### config.mk
export PLATFORM = sky130hd
export DESIGN_NAME = sudoku_move_ctrl
export DESIGN_NICKNAME = d
export VERILOG_FILES = /design/src/rtl/sudoku_move_ctrl.sv
export SDC_FILE = /design/constraint.sdc
export NUM_CORES = 1
export LEC_CHECK = 0
export CORE_MARGIN = 8
export CORE_UTILIZATION = 45
export CTS_CLUSTER_DIAMETER = 150
export CTS_CLUSTER_SIZE = 10
export DETAILED_ROUTE_END_ITERATION = 7
export PLACE_DENSITY_LB_ADDON = 0.12
export SYNTH_ARGS = -nofsm -noshare
export SYNTH_HDL_FRONTEND = slang
export SYNTH_SLANG_ARGS = --single-unit
### constraint.sdc
create_clock -name in_clk -period 5.6 [get_ports in_clk]
set_input_delay 1.12 -clock in_clk [delete_from_list [all_inputs] [get_ports in_clk]]
set_output_delay 1.12 -clock in_clk [all_outputs]
set_load 0.02 [all_outputs]
### src/rtl/sudoku_move_ctrl.sv
// -----------------------------------------------------------------------------
// sudoku_move_ctrl
//
// User-move controller and win checker for an SIDE x SIDE sudoku board.
// Row, column and value arrive one at a time on a narrow entry bus, each
// qualified by a rising edge of in_enter. The block owns the user board,
// refuses writes to given cells or out-of-range entries, and scans the whole
// board against the solution (one cell per cycle) after every accepted move.
//
// Parameters
//   SIDE   grid side length (4 or 9)
//   IDX_W  entry-bus / row / col index width, clog2(SIDE)
//   VAL_W  bits per cell, 0 encodes an empty cell
//
// Ports
//   in_clk        clock, all state on rising edge
//   in_restart_n  synchronous active-low reset
//   in_new_game   level, loads a new board from the generator (highest priority)
//   in_enter      entry strobe, rising edge detected internally
//   in_entry      row, col or value-1 depending on state
//   in_givens     1 = given cell, bit k = cell k = row*SIDE+col
//   in_solution   solved board, cell k at [k*VAL_W +: VAL_W]
//   out_board     current user board, same packing as in_solution
//   out_state     FSM state code (IDLE=0 LOAD=1 ROW=2 COL=3 VAL=4 CHECK=5 WIN=6)
//   out_reject    one-cycle pulse when an entry is refused
//   out_solved    high while in WIN
//   out_move_cnt  accepted-write count, saturating at 255
//                 (present only when SUDOKU_MOVE_CNT_EN is defined)
//
// Build option
//   SUDOKU_MOVE_CNT_EN  adds the move counter and the out_move_cnt port.
// -----------------------------------------------------------------------------
module sudoku_move_ctrl #(
    parameter int SIDE  = 4,
    parameter int IDX_W = 2,
    parameter int VAL_W = 3
) (
    input  logic                        in_clk,
    input  logic                        in_restart_n,
    input  logic                        in_new_game,
    input  logic                        in_enter,
    input  logic [IDX_W-1:0]            in_entry,
    input  logic [SIDE*SIDE-1:0]        in_givens,
    input  logic [SIDE*SIDE*VAL_W-1:0]  in_solution,
    output logic [SIDE*SIDE*VAL_W-1:0]  out_board,
    output logic [2:0]                  out_state,
    output logic                        out_reject,
`ifdef SUDOKU_MOVE_CNT_EN
    output logic                        out_solved,
    output logic [7:0]                  out_move_cnt
`else
    output logic                        out_solved
`endif
);

    localparam int CELLS  = SIDE * SIDE;
    localparam int CELL_W = $clog2(CELLS);
    // Wide enough to hold row*SIDE+col for any out-of-range row/col the bus can carry
    localparam int ADDR_W = 2 * IDX_W + 2;

    typedef enum logic [2:0] {
        S_IDLE  = 3'd0,
        S_LOAD  = 3'd1,
        S_ROW   = 3'd2,
        S_COL   = 3'd3,
        S_VAL   = 3'd4,
        S_CHECK = 3'd5,
        S_WIN   = 3'd6
    } state_t;

    // Registers
    state_t             r_state;
    logic [VAL_W-1:0]   r_cells [CELLS];
    logic               r_enter_q;
    logic [IDX_W-1:0]   r_row;
    logic [IDX_W-1:0]   r_col;
    logic [CELL_W-1:0]  r_idx;
    logic               r_reject;
    logic               r_solved;

    // Combinational signals
    state_t             w_next_state;
    logic               w_enter_edge;
    logic [ADDR_W-1:0]  w_row_ext;
    logic [ADDR_W-1:0]  w_col_ext;
    logic [ADDR_W-1:0]  w_entry_ext;
    logic [ADDR_W-1:0]  w_addr;
    logic [CELL_W-1:0]  w_cell_idx;
    logic               w_in_range;
    logic               w_val_bad;
    logic               w_given_hit;
    logic               w_move_bad;
    logic [VAL_W-1:0]   w_val;
    logic [VAL_W-1:0]   w_sol [CELLS];
    logic               w_idx_match;
    logic               w_idx_last;
    logic               w_load;
    logic               w_row_we;
    logic               w_col_we;
    logic               w_write;
    logic               w_rej;
    logic               w_idx_inc;

    assign w_enter_edge = in_enter & ~r_enter_q;

    // Entry decode: cell address, range checks and the value to be written
    always_comb begin
        w_row_ext   = {{(ADDR_W-IDX_W){1'b0}}, r_row};
        w_col_ext   = {{(ADDR_W-IDX_W){1'b0}}, r_col};
        w_entry_ext = {{(ADDR_W-IDX_W){1'b0}}, in_entry};
        w_addr      = (w_row_ext * ADDR_W'(SIDE)) + w_col_ext;
        w_cell_idx  = w_addr[CELL_W-1:0];
        w_in_range  = (w_row_ext < ADDR_W'(SIDE)) && (w_col_ext < ADDR_W'(SIDE))
                      && (w_addr < ADDR_W'(CELLS));
        // value = entry+1 exceeds SIDE exactly when entry >= SIDE; compared
        // wide so an all-ones entry cannot wrap into a bogus empty cell
        w_val_bad   = (w_entry_ext >= ADDR_W'(SIDE));
        w_val       = w_entry_ext[VAL_W-1:0] + {{(VAL_W-1){1'b0}}, 1'b1};
        if (w_in_range) begin
            w_given_hit = in_givens[w_cell_idx];
        end else begin
            w_given_hit = 1'b0;
        end
        w_move_bad  = ~w_in_range | w_val_bad | w_given_hit;
    end

    // Unpack the solution bus into per-cell values
    always_comb begin
        for (int k = 0; k < CELLS; k++) begin
            w_sol[k] = in_solution[k*VAL_W +: VAL_W];
        end
    end

    // Scan comparison for the cell currently addressed by the check index
    always_comb begin
        w_idx_match = (r_cells[r_idx] == w_sol[r_idx]);
        w_idx_last  = (r_idx == CELL_W'(CELLS - 1));
    end

    // Next-state and control decode
    always_comb begin
        w_next_state = r_state;
        w_load       = 1'b0;
        w_row_we     = 1'b0;
        w_col_we     = 1'b0;
        w_write      = 1'b0;
        w_rej        = 1'b0;
        w_idx_inc    = 1'b0;
        if (in_new_game) begin
            // A new game wins over any enter edge arriving in the same cycle
            w_next_state = S_LOAD;
        end else begin
            case (r_state)
                S_IDLE: begin
                    w_next_state = S_IDLE;
                end
                S_LOAD: begin
                    w_load       = 1'b1;
                    w_next_state = S_ROW;
                end
                S_ROW: begin
                    if (w_enter_edge) begin
                        w_row_we     = 1'b1;
                        w_next_state = S_COL;
                    end else begin
                        w_next_state = S_ROW;
                    end
                end
                S_COL: begin
                    if (w_enter_edge) begin
                        w_col_we     = 1'b1;
                        w_next_state = S_VAL;
                    end else begin
                        w_next_state = S_COL;
                    end
                end
                S_VAL: begin
                    if (w_enter_edge) begin
                        if (w_move_bad) begin
                            w_rej        = 1'b1;
                            w_next_state = S_ROW;
                        end else begin
                            w_write      = 1'b1;
                            w_next_state = S_CHECK;
                        end
                    end else begin
                        w_next_state = S_VAL;
                    end
                end
                S_CHECK: begin
                    // Early abort on the first mismatching cell
                    if (!w_idx_match) begin
                        w_next_state = S_ROW;
                    end else if (w_idx_last) begin
                        w_next_state = S_WIN;
                    end else begin
                        w_idx_inc    = 1'b1;
                        w_next_state = S_CHECK;
                    end
                end
                S_WIN: begin
                    w_next_state = S_WIN;
                end
                default: begin
                    w_next_state = S_IDLE;
                end
            endcase
        end
    end

    // FSM state register and registered status outputs
    always_ff @(posedge in_clk) begin
        if (!in_restart_n) begin
            r_state   <= S_IDLE;
            r_enter_q <= 1'b0;
            r_reject  <= 1'b0;
            r_solved  <= 1'b0;
        end else begin
            r_state   <= w_next_state;
            r_enter_q <= in_enter;
            r_reject  <= w_rej;
            r_solved  <= (w_next_state == S_WIN);
        end
    end

    // Board, pending row/col and scan index
    always_ff @(posedge in_clk) begin
        if (!in_restart_n) begin
            for (int k = 0; k < CELLS; k++) begin
                r_cells[k] <= {VAL_W{1'b0}};
            end
            r_row <= {IDX_W{1'b0}};
            r_col <= {IDX_W{1'b0}};
            r_idx <= {CELL_W{1'b0}};
        end else if (w_load) begin
            for (int k = 0; k < CELLS; k++) begin
                r_cells[k] <= in_givens[k] ? w_sol[k] : {VAL_W{1'b0}};
            end
            r_row <= {IDX_W{1'b0}};
            r_col <= {IDX_W{1'b0}};
            r_idx <= {CELL_W{1'b0}};
        end else begin
            if (w_row_we) begin
                r_row <= in_entry;
            end else begin
                r_row <= r_row;
            end
            if (w_col_we) begin
                r_col <= in_entry;
            end else begin
                r_col <= r_col;
            end
            if (w_write) begin
                r_cells[w_cell_idx] <= w_val;
                r_idx               <= {CELL_W{1'b0}};
            end else if (w_idx_inc) begin
                r_idx <= r_idx + {{(CELL_W-1){1'b0}}, 1'b1};
            end else begin
                r_idx <= r_idx;
            end
        end
    end

`ifdef SUDOKU_MOVE_CNT_EN
    logic [7:0] r_move_cnt;

    // Accepted-write counter, saturating at 255
    always_ff @(posedge in_clk) begin
        if (!in_restart_n) begin
            r_move_cnt <= 8'd0;
        end else if (w_load) begin
            r_move_cnt <= 8'd0;
        end else if (w_write && (r_move_cnt != 8'hFF)) begin
            r_move_cnt <= r_move_cnt + 8'd1;
        end else begin
            r_move_cnt <= r_move_cnt;
        end
    end

    assign out_move_cnt = r_move_cnt;
`endif

    // Repack the registered board onto the output bus
    always_comb begin
        out_board = {(CELLS*VAL_W){1'b0}};
        for (int k = 0; k < CELLS; k++) begin
            out_board[k*VAL_W +: VAL_W] = r_cells[k];
        end
    end

    assign out_state  = r_state;
    assign out_reject = r_reject;
    assign out_solved = r_solved;

endmodule

* After elaboration in Yosys (flattened, before gate mapping) *
Memories as Yosys holds them, arrays and structs flattened. A register that Yosys moved wholly into a read port is not among the register bits.
Index checks and enable logic that the tools add are counted.
W data, S select, Z words.

word-level totals
  register bits = 14
  memory bits (writable) = 48
  output and inout bits = 53
  word-level logic and storage cells = 126
  memories = 1

memory list
  memory   depth  bits a word  read ports  clocked after Yosys merged registers in  write ports  RTL line  source
  r_cells  16     3            17          1                                        16           73        logic [VAL_W-1:0] r_cells [CELLS];

cells by class
  add/sub/neg operators = 3
  $lt $le $gt $ge = 3
  equality and inequality tests = 9
  mux-type cells = 75
  bitwise operators = 24
  reduce and logical (&&, ||, !) cells = 4

operators with widths
  cell                   number
  $mux W3                40
  $mux W1                28
  $pmux W3 S6            1
  $or A1 B1 Y1           17
  $bmux W3 S4            1
  $eq A3 B3 Y1 const B   4
  $mux W4                3
  $eq A3 B2 Y1 const B   2
  $reduce_or A3 Y1       2
  $add A4 B2 Y5          1
  $ge A5 B5 Y1 const B   1
  $lt A4 B5 Y1 const B   1
  $lt A5 B5 Y1 const B   1
  $not A1 Y1             5
  $not A4 Y5             1
  $add A4 B1 Y4 const B  1
  $bmux W1 S4            1
  $eq A4 B4 Y1 const B   1
  $reduce_or A4 Y1       1
  $add A2 B1 Y3 const B  1
  $eq A3 B1 Y1 const B   1
  $eq A3 B3 Y1           1
  $mux W2                1
  $reduce_or A2 Y1       1
  $and A1 B1 Y1          1

* Longest topological paths before layout *
Gate-level depths: netlist of run 1.

  depth after elaboration = 15
  gate-level depth with buffers = 9
  gate-level depth less buffers = 7

* Worst setup path before layout of run 1 *
No wires, ideal clock.

  path kind = input to register
  from = in in_givens[3]
  to = mem r_cells[12][0] (enable)
  arrival time = 3.133 ns
  data required time = 5.256 ns
  setup slack = 2.123 ns
  stages on the path = 8
  buffers on the path = 1
  path through = mux4_2 a22o_1 a221oi_4 nor3b_2 and3b_1 nand3_2 clkbuf_1 o21ai_0

RTL lines
  item                RTL line  source
  start: declaration  43        input logic [SIDE*SIDE-1:0] in_givens,
  end: declaration    73

==> summary.md, run 1 <==
| Metric | Value |
|---|---|
| Worst VDD drop | `0.141 mV` |
| RSZ-0062 raised after global routing | `false` |
| Max-slew headroom | `0.405` |
| CP endpoint kind | `flop` |
| Util after Layout | `0.637` |
| Fraction of layout cells with a size suffix above 1 | `0.141` |
| Vias | `approximately 3700` |
| Initial antenna violation count | `0` |
| H-tree Lvls | `3` |
| Top FF cell, synth | `edfxtp_1` |
| Synth Area in XOR/XNOR | `0.00433` |
| Post-DR vias/cell | `roughly 6.3` |
| Critical Path Slowest Stage Cell | `o31ai_1` |
| Wire per inst | `~25 µm` |
| Final setup violation count | `0` |
| Kind of critical path | `in2reg` |
| Global Route met2 Usage | `0.382` |
| Critical path arrival | `a little over 4 ns` |
| Root Driver | `clkbuf_8` |
| Largest family of logic cells by synthesized area | `multiplexers` |
| Ant diodes | `0` |
| Worst Path Max Fanout | `16` |
| Simple-Gate Fraction of Synth Area | `0.177` |
| Fmax | `243 MHz` |
| Die area | `~0.012 mm²` |
| Pwr dens | `between 200 and 250 mW/mm²` |
| Cell taking the most area after synthesis | `edfxtp_1` |
| Hold_ws | `between 0.6 and 0.7 ns` |
| Max Root-Sink Buffers | `2` |
| Synthesized cell area | `just over 0.004 mm²` |
| Clock Latency Late Sink | `~0.35 ns` |
| Post-synth EDFFs | `48` |
| Total wire length | `14800 µm` |
| Die H | `111 µm` |
| Depth of the most critical reg-to-reg path | `7` |
| # Max-Cap Violations | `0` |
| Cts bufs inserted | `9` |
| Placement row count | `34` |
| Worst Hold Depth | `2` |
| Mux cell area share after synthesis | `0.182` |
| Commonest non-fill, non-tap cells in the layout | `clkdlybuf4s50_1 (122), nand3_1 (59), edfxtp_1 (48)` |
| Synth top area cells | `edfxtp_1 (36%), mux4_2 (15%), dfxtp_1 (8.9%)` |
| Nets@finish | `around 560` |
| Register area share after synthesis | `0.445` |
| Adder and majority gate portion of the synthesized area | `0.00618` |
| Required @ worst endpoint | `around 5.6 ns` |
| Worst path bufs/invs | `1` |
| Lkg Pwr | `approximately 0.0018 µW` |
| First-pass GRT wire length | `22500 µm` |
| Final Cycle Share | `0.734` |
| Syn avg cell area | `between 10 and 15 µm²` |
| Most common cell after layout, fill and taps aside | `clkdlybuf4s50_1` |
| Fillers | `711` |
| Mapped Cells | `roughly 370` |
| Outcome | `completed` |
| Yosys top cell area share | `0.356` |
| Global route hottest layer | `met2` |
| Drt drc | `0` |
| GR Util met3 | `0.0676` |
| Hold Crit Class | `reg2reg` |
| Top Family by Delay on Critical Path | `compound AO/OA/AOI/OAI gates` |
| Seq cells post-synth | `66` |
| Syn nets | `about 440` |
| CP Depth | `8` |
| P&R area growth vs syn | `37.2%` |
| CTS tree | `done` |
| CTS sink count | `66` |
| Final setup TNS | `0 ns` |
| Worst path cell trace | `clkdlybuf4s50_1, mux4_2, a22o_1, a221oi_4, nor3b_2, and3b_1, nand3_2, o31ai_1` |
| DRT antenna net count | `0` |
| Final slew viol count | `0` |
| Post-CTS Setup Bufs | `0` |
| Worst Skew | `between 0.008 and 0.009 ns` |
| Post-DP HPWL | `12100 µm` |
| Grt ovf | `0` |
| Design Area, Final | `roughly 0.0056 mm²` |
| Min Tclk post-route | `4.11 ns` |
| Number of port buffers | `about 120` |
| Core Footprint | `slightly below 0.009 mm²` |
| Crit start category | `input port` |
| Hold_buf cts | `0` |
| Post-synthesis compound-gate area fraction | `0.151` |
| Area post-placement | `between 0.005 and 0.006 mm²` |
| Actual slew at the worst max-slew pin | `0.893 ns` |
| Post_cts resized | `0` |
| Starting Density | `0.464` |
| DRT Pass-1 Iters | `5` |
| Synth warnings | `0` |
| Total track usage | `0.236` |
| Sequential Area | `0.00180 mm²` |
| Width of the die | `~110 µm` |
| Pin count of the biggest net entering global routing | `31` |
| Reg clk slew, reported paths | `around 0.08 ns` |
| Multi-input gate area | `around 0.0021 mm²` |
| PnR Total Power | `around 1200 µW` |
| CP peak stage delay | `~0.59 ns` |
| Vias in the first global route | `between 3000 and 4000` |
| Final RePlAce weighted congestion | `between 0.9 and 1` |
| DRT iter0 DRCs | `369` |
| Final hold violations | `0` |
| Fraction of registers with async set/reset | `0` |
| Post-synthesis cell type count | `between 40 and 50` |
| Met1 Use GR | `0.298` |
| I/O pins | `approximately 120` |
[through the flow]
stage               cells  setup slack (ns)
floorplan             371              2.12
global placement      580              1.28
detailed placement    580              1.17
CTS                   596              1.54
global route          596              1.34
finish                596              1.49
[cell usage after synthesis, drive strengths merged, types with 2 or more instances]
| cell type | count |
|---|---|
| nand3 | 62 |
| o21ai | 56 |
| edfxtp | 48 |
| mux4 | 27 |
| nand2 | 24 |
| clkbuf | 19 |
| dfxtp | 18 |
| mux2i | 13 |
| o31ai | 11 |
| a21oi | 10 |
| nand2b | 9 |
| nor2 | 8 |
| inv | 7 |
| nor2b | 7 |
| buf | 6 |
| nor3 | 5 |
| and3 | 4 |
| a221oi | 3 |
| a22oi | 3 |
| a31oi | 3 |
| and2 | 3 |
| or3 | 3 |
| a31o | 2 |
| ha | 2 |
| nand4 | 2 |
| xor2 | 2 |
[routing by layer]
metal,wire (µm),vias up
met1,5920,1817
met2,7180,219
met3,1410,24
met4,265,0
met5,0,-
li1,-,1686
[worst paths after layout]
path / end / start / slack [ns]
min reg2reg: out_solved$_SDFF_PN0_ / out_state[2]$_SDFF_PN0_ / 0.61
max: r_cells[2][1]$_DFFE_PP_ / in_givens[3] / 1.49
max reg2reg: r_cells[2][1]$_DFFE_PP_ / r_col[0]$_SDFFE_PP0P_ / 2.06
min: out_solved$_SDFF_PN0_ / out_state[2]$_SDFF_PN0_ / 0.61
[sequential cells by signal, indices dropped and copies added (netlist names), named ones only]
name,cells
out_reject,1
out_solved,1
out_state,3
r_row,2
r_cells,48
r_enter_q,1
r_idx,4
r_col,2
[power breakdown]
part | internal (µW) | switching [µW] | total (µW) | leakage (µW)
combinational | 107 | 104 | 211 | 0.00107
clock | 254 | 205 | 459 | 0.000114
sequential | 547 | 14.4 | 561 | 0.000648
[cell type report]
type,count,area share
Inverter,7,0.00473
Sequential cell,66,0.324
Clock buffer,9,0.0223
Tap cell,108,0.0243
Multi-Input combinational cell,273,0.381
Clock inverter,7,0.0180
Timing Repair Buffer,126,0.225
[logic make-up (layout without fill, tap and decap cells)]
family,count (synthesis),count (layout)
compound gates,95,95
xor+xnor,2,2
fa+ha+maj,2,2
buf+inv,32,149
flops,66,66
mux,40,40
simple gates,134,134
[worst reg2reg max path: cells and delay by family (launching register included)]
family,cells,cell delay [ns]
AND/OR/NAND/NOR,3,0.87
AO/OA/AOI/OAI,3,1.14
flip-flops,1,0.60
multiplexers,1,0.57
No activity file was read; power rests on OpenSTA's default activity.
==> inputs of run 2 (changes only) <==
- clock period: 5.6 -> 4.07 ns (I/O delays scaled with it)
==> summary.md, run 2 (synthesized netlist as in run 1, its figures left out) <==
| Metric | Value |
|---|---|
| Outcome | `completed (unchanged)` |
| CP endpoint kind | `flop (unchanged)` |
| CTS tree | `done (unchanged)` |
| Worst Path Max Fanout | `16 (unchanged)` |
| Worst Skew | `0.0104 ns (was 0.00858 ns)` |
| Most common cell after layout, fill and taps aside | `clkdlybuf4s50_1 (unchanged)` |
| I/O pins | `123 (unchanged)` |
| Lkg Pwr | `0.00186 µW (was 0.00183 µW)` |
| Max Root-Sink Buffers | `2 (unchanged)` |
| Total wire length | `14600 µm (was 14800 µm)` |
| Most flops, register | `r_cells (unchanged)` |
| Root Driver | `clkbuf_8 (unchanged)` |
| PnR Total Power | `1550 µW (was 1230 µW)` |
| First-pass GRT wire length | `22100 µm (was 22500 µm)` |
| DRT antenna net count | `0 (unchanged)` |
| Critical path arrival | `3.65 ns (was 4.10 ns)` |
| RSZ-0062 raised after global routing | `false (unchanged)` |
| Width of the die | `111 µm (unchanged)` |
| Final RePlAce weighted congestion | `0.964 (was 0.989)` |
| Placement row count | `34 (unchanged)` |
| Number of port buffers | `122 (unchanged)` |
| Drt drc | `0 (unchanged)` |
| DRT iter0 DRCs | `494 (was 369)` |
| Wire per inst | `23.9 µm (was 24.8 µm)` |
| Commonest non-fill, non-tap cells in the layout | `clkdlybuf4s50_1 (122), nand3_1 (59), edfxtp_1 (48) (unchanged)` |
| Required @ worst endpoint | `4.07 ns (was 5.59 ns)` |
| Vias | `3824 (was 3746)` |
| Pwr dens | `277 mW/mm² (was 222 mW/mm²)` |
| Die area | `0.0123 mm² (unchanged)` |
| Clock Latency Late Sink | `0.35 ns (about the same)` |
| Final Cycle Share | `0.898` |
| P&R area growth vs syn | `38.3% (was 37.2%)` |
| Worst VDD drop | `0.179 mV (was 0.141 mV)` |
| Nets@finish | `568 (was 555)` |
| Starting Density | `0.464 (unchanged)` |
| Final setup TNS | `0 ns (unchanged)` |
| Grt ovf | `0 (unchanged)` |
| Hold_buf cts | `0 (unchanged)` |
| Core Footprint | `0.00872 mm² (unchanged)` |
| Initial antenna violation count | `0 (unchanged)` |
| Fillers | `700 (was 711)` |
| Final slew viol count | `0 (unchanged)` |
| H-tree Lvls | `3 (unchanged)` |
| Max reg flops | `48 (unchanged)` |
| Reg clk slew, reported paths | `0.08 ns (about the same)` |
| Post-DR vias/cell | `6.28 (was 6.29)` |
| Vias in the first global route | `3826 (was 3764)` |
| Design Area, Final | `0.00560 mm² (was 0.00556 mm²)` |
| Final setup violation count | `0 (unchanged)` |
| Fmax | `approximately 270 MHz` |
| Max-slew headroom | `0.463 (was 0.405)` |
| Total track usage | `0.229 (was 0.236)` |
| Post_cts resized | `0 (unchanged)` |
| Die H | `111 µm (unchanged)` |
| CTS sink count | `66 (unchanged)` |
| Area post-placement | `0.00543 mm² (was 0.00533 mm²)` |
| Cts bufs inserted | `9 (unchanged)` |
| # Max-Cap Violations | `0 (unchanged)` |
| Min Tclk post-route | `roughly 3.7 ns` |
| DRT Pass-1 Iters | `5 (unchanged)` |
| Crit start category | `input port (unchanged)` |
| Post-CTS Setup Bufs | `0 (unchanged)` |
| Kind of critical path | `in2reg (unchanged)` |
| Actual slew at the worst max-slew pin | `0.806 ns (was 0.893 ns)` |
| Ant diodes | `0 (unchanged)` |
| Hold Crit Class | `reg2reg (unchanged)` |
| Fraction of layout cells with a size suffix above 1 | `0.162 (was 0.141)` |
| Post-DP HPWL | `12100 µm (about the same)` |
| Final hold violations | `0 (unchanged)` |
| Pin count of the biggest net entering global routing | `31 (unchanged)` |
run 2: power breakdown:
group / leakage, µW / internal, µW / total (µW) / switching (µW)
Sequential: 0.000648 / 753 / 773 / 19.9
Combinational: 0.00113 / 154 / 297 / 142
Clock: 0.0000791 / 218 / 481 / 263
run 2: layout make-up:
cell class | count | area (µm²) | area share
inverters | 7 | 26.3 | 0.00469
repair buffers | 139 | 1350 | 0.241
multi-input cells | 273 | 2120 | 0.378
flip-flops and latches | 66 | 1800 | 0.322
well taps | 108 | 135 | 0.0241
clock inverters | 7 | 45.0 | 0.00805
clock buffers | 9 | 124 | 0.0221
run 2: final timing paths:
check                           slack [ns]  depth (start not counted)                       end               startpoint
worst max-delay path                  0.42                          8  r_cells[10][2]$_DFFE_PP_             in_givens[0]
worst min-delay path                  0.61                          2     out_solved$_SDFF_PN0_  out_state[2]$_SDFF_PN0_
worst max register to register        0.67                          7  r_cells[10][2]$_DFFE_PP_    r_col[0]$_SDFFE_PP0P_
worst min register to register        0.61                          2     out_solved$_SDFF_PN0_  out_state[2]$_SDFF_PN0_
run 2: metrics by stage:
stage / worst slack (ns) / util / hold WS (ns) / instances
6_report: 0.416 / 0.642 / 0.611 / 609
3_5_place_dp: 0.0866 / 0.623 / 0.612 / 593
3_3_place_gp: 0.226 / 0.623 / 0.611 / 593
5_1_grt: 0.196 / 0.642 / 0.647 / 609
4_1_cts: 0.433 / 0.642 / 0.624 / 609
2_1_floorplan: 0.899 / - / 0.607 / 371
run 2: layer usage:
layer,track usage,vias to the layer above,part of all wire
li1,-,1713,-
met1,0.290,1829,0.41
met2,0.380,255,0.48
met3,0.0503,27,0.086
met4,0.0667,0,0.019
met5,0,-,0
run 2: critical path: stages:
cell             delay [ns]
clkdlybuf4s50_1        0.48
mux4_2                 0.50
a22o_1                 0.27
a221oi_4               0.27
nor3b_2                0.32
and3b_1                0.25
nand3_2                0.26
o21ai_0                0.49
==> inputs of run 3 (changes only) <==
==> constraint.sdc (replaced) <==
create_clock -name in_clk -period 4.07 [get_ports in_clk]
set_input_delay 0.814 -clock in_clk [delete_from_list [all_inputs] [get_ports in_clk]]
set_output_delay 0.814 -clock in_clk [all_outputs]
set_load 0.1 [all_outputs]
==> results of run 3 <==
Same layout as run 2 (identical final DEF). Status: completed.
Main changes from that run: total power 1550 µW -> 1720 µW; worst IR drop on VDD 0.179 mV -> 0.180 mV
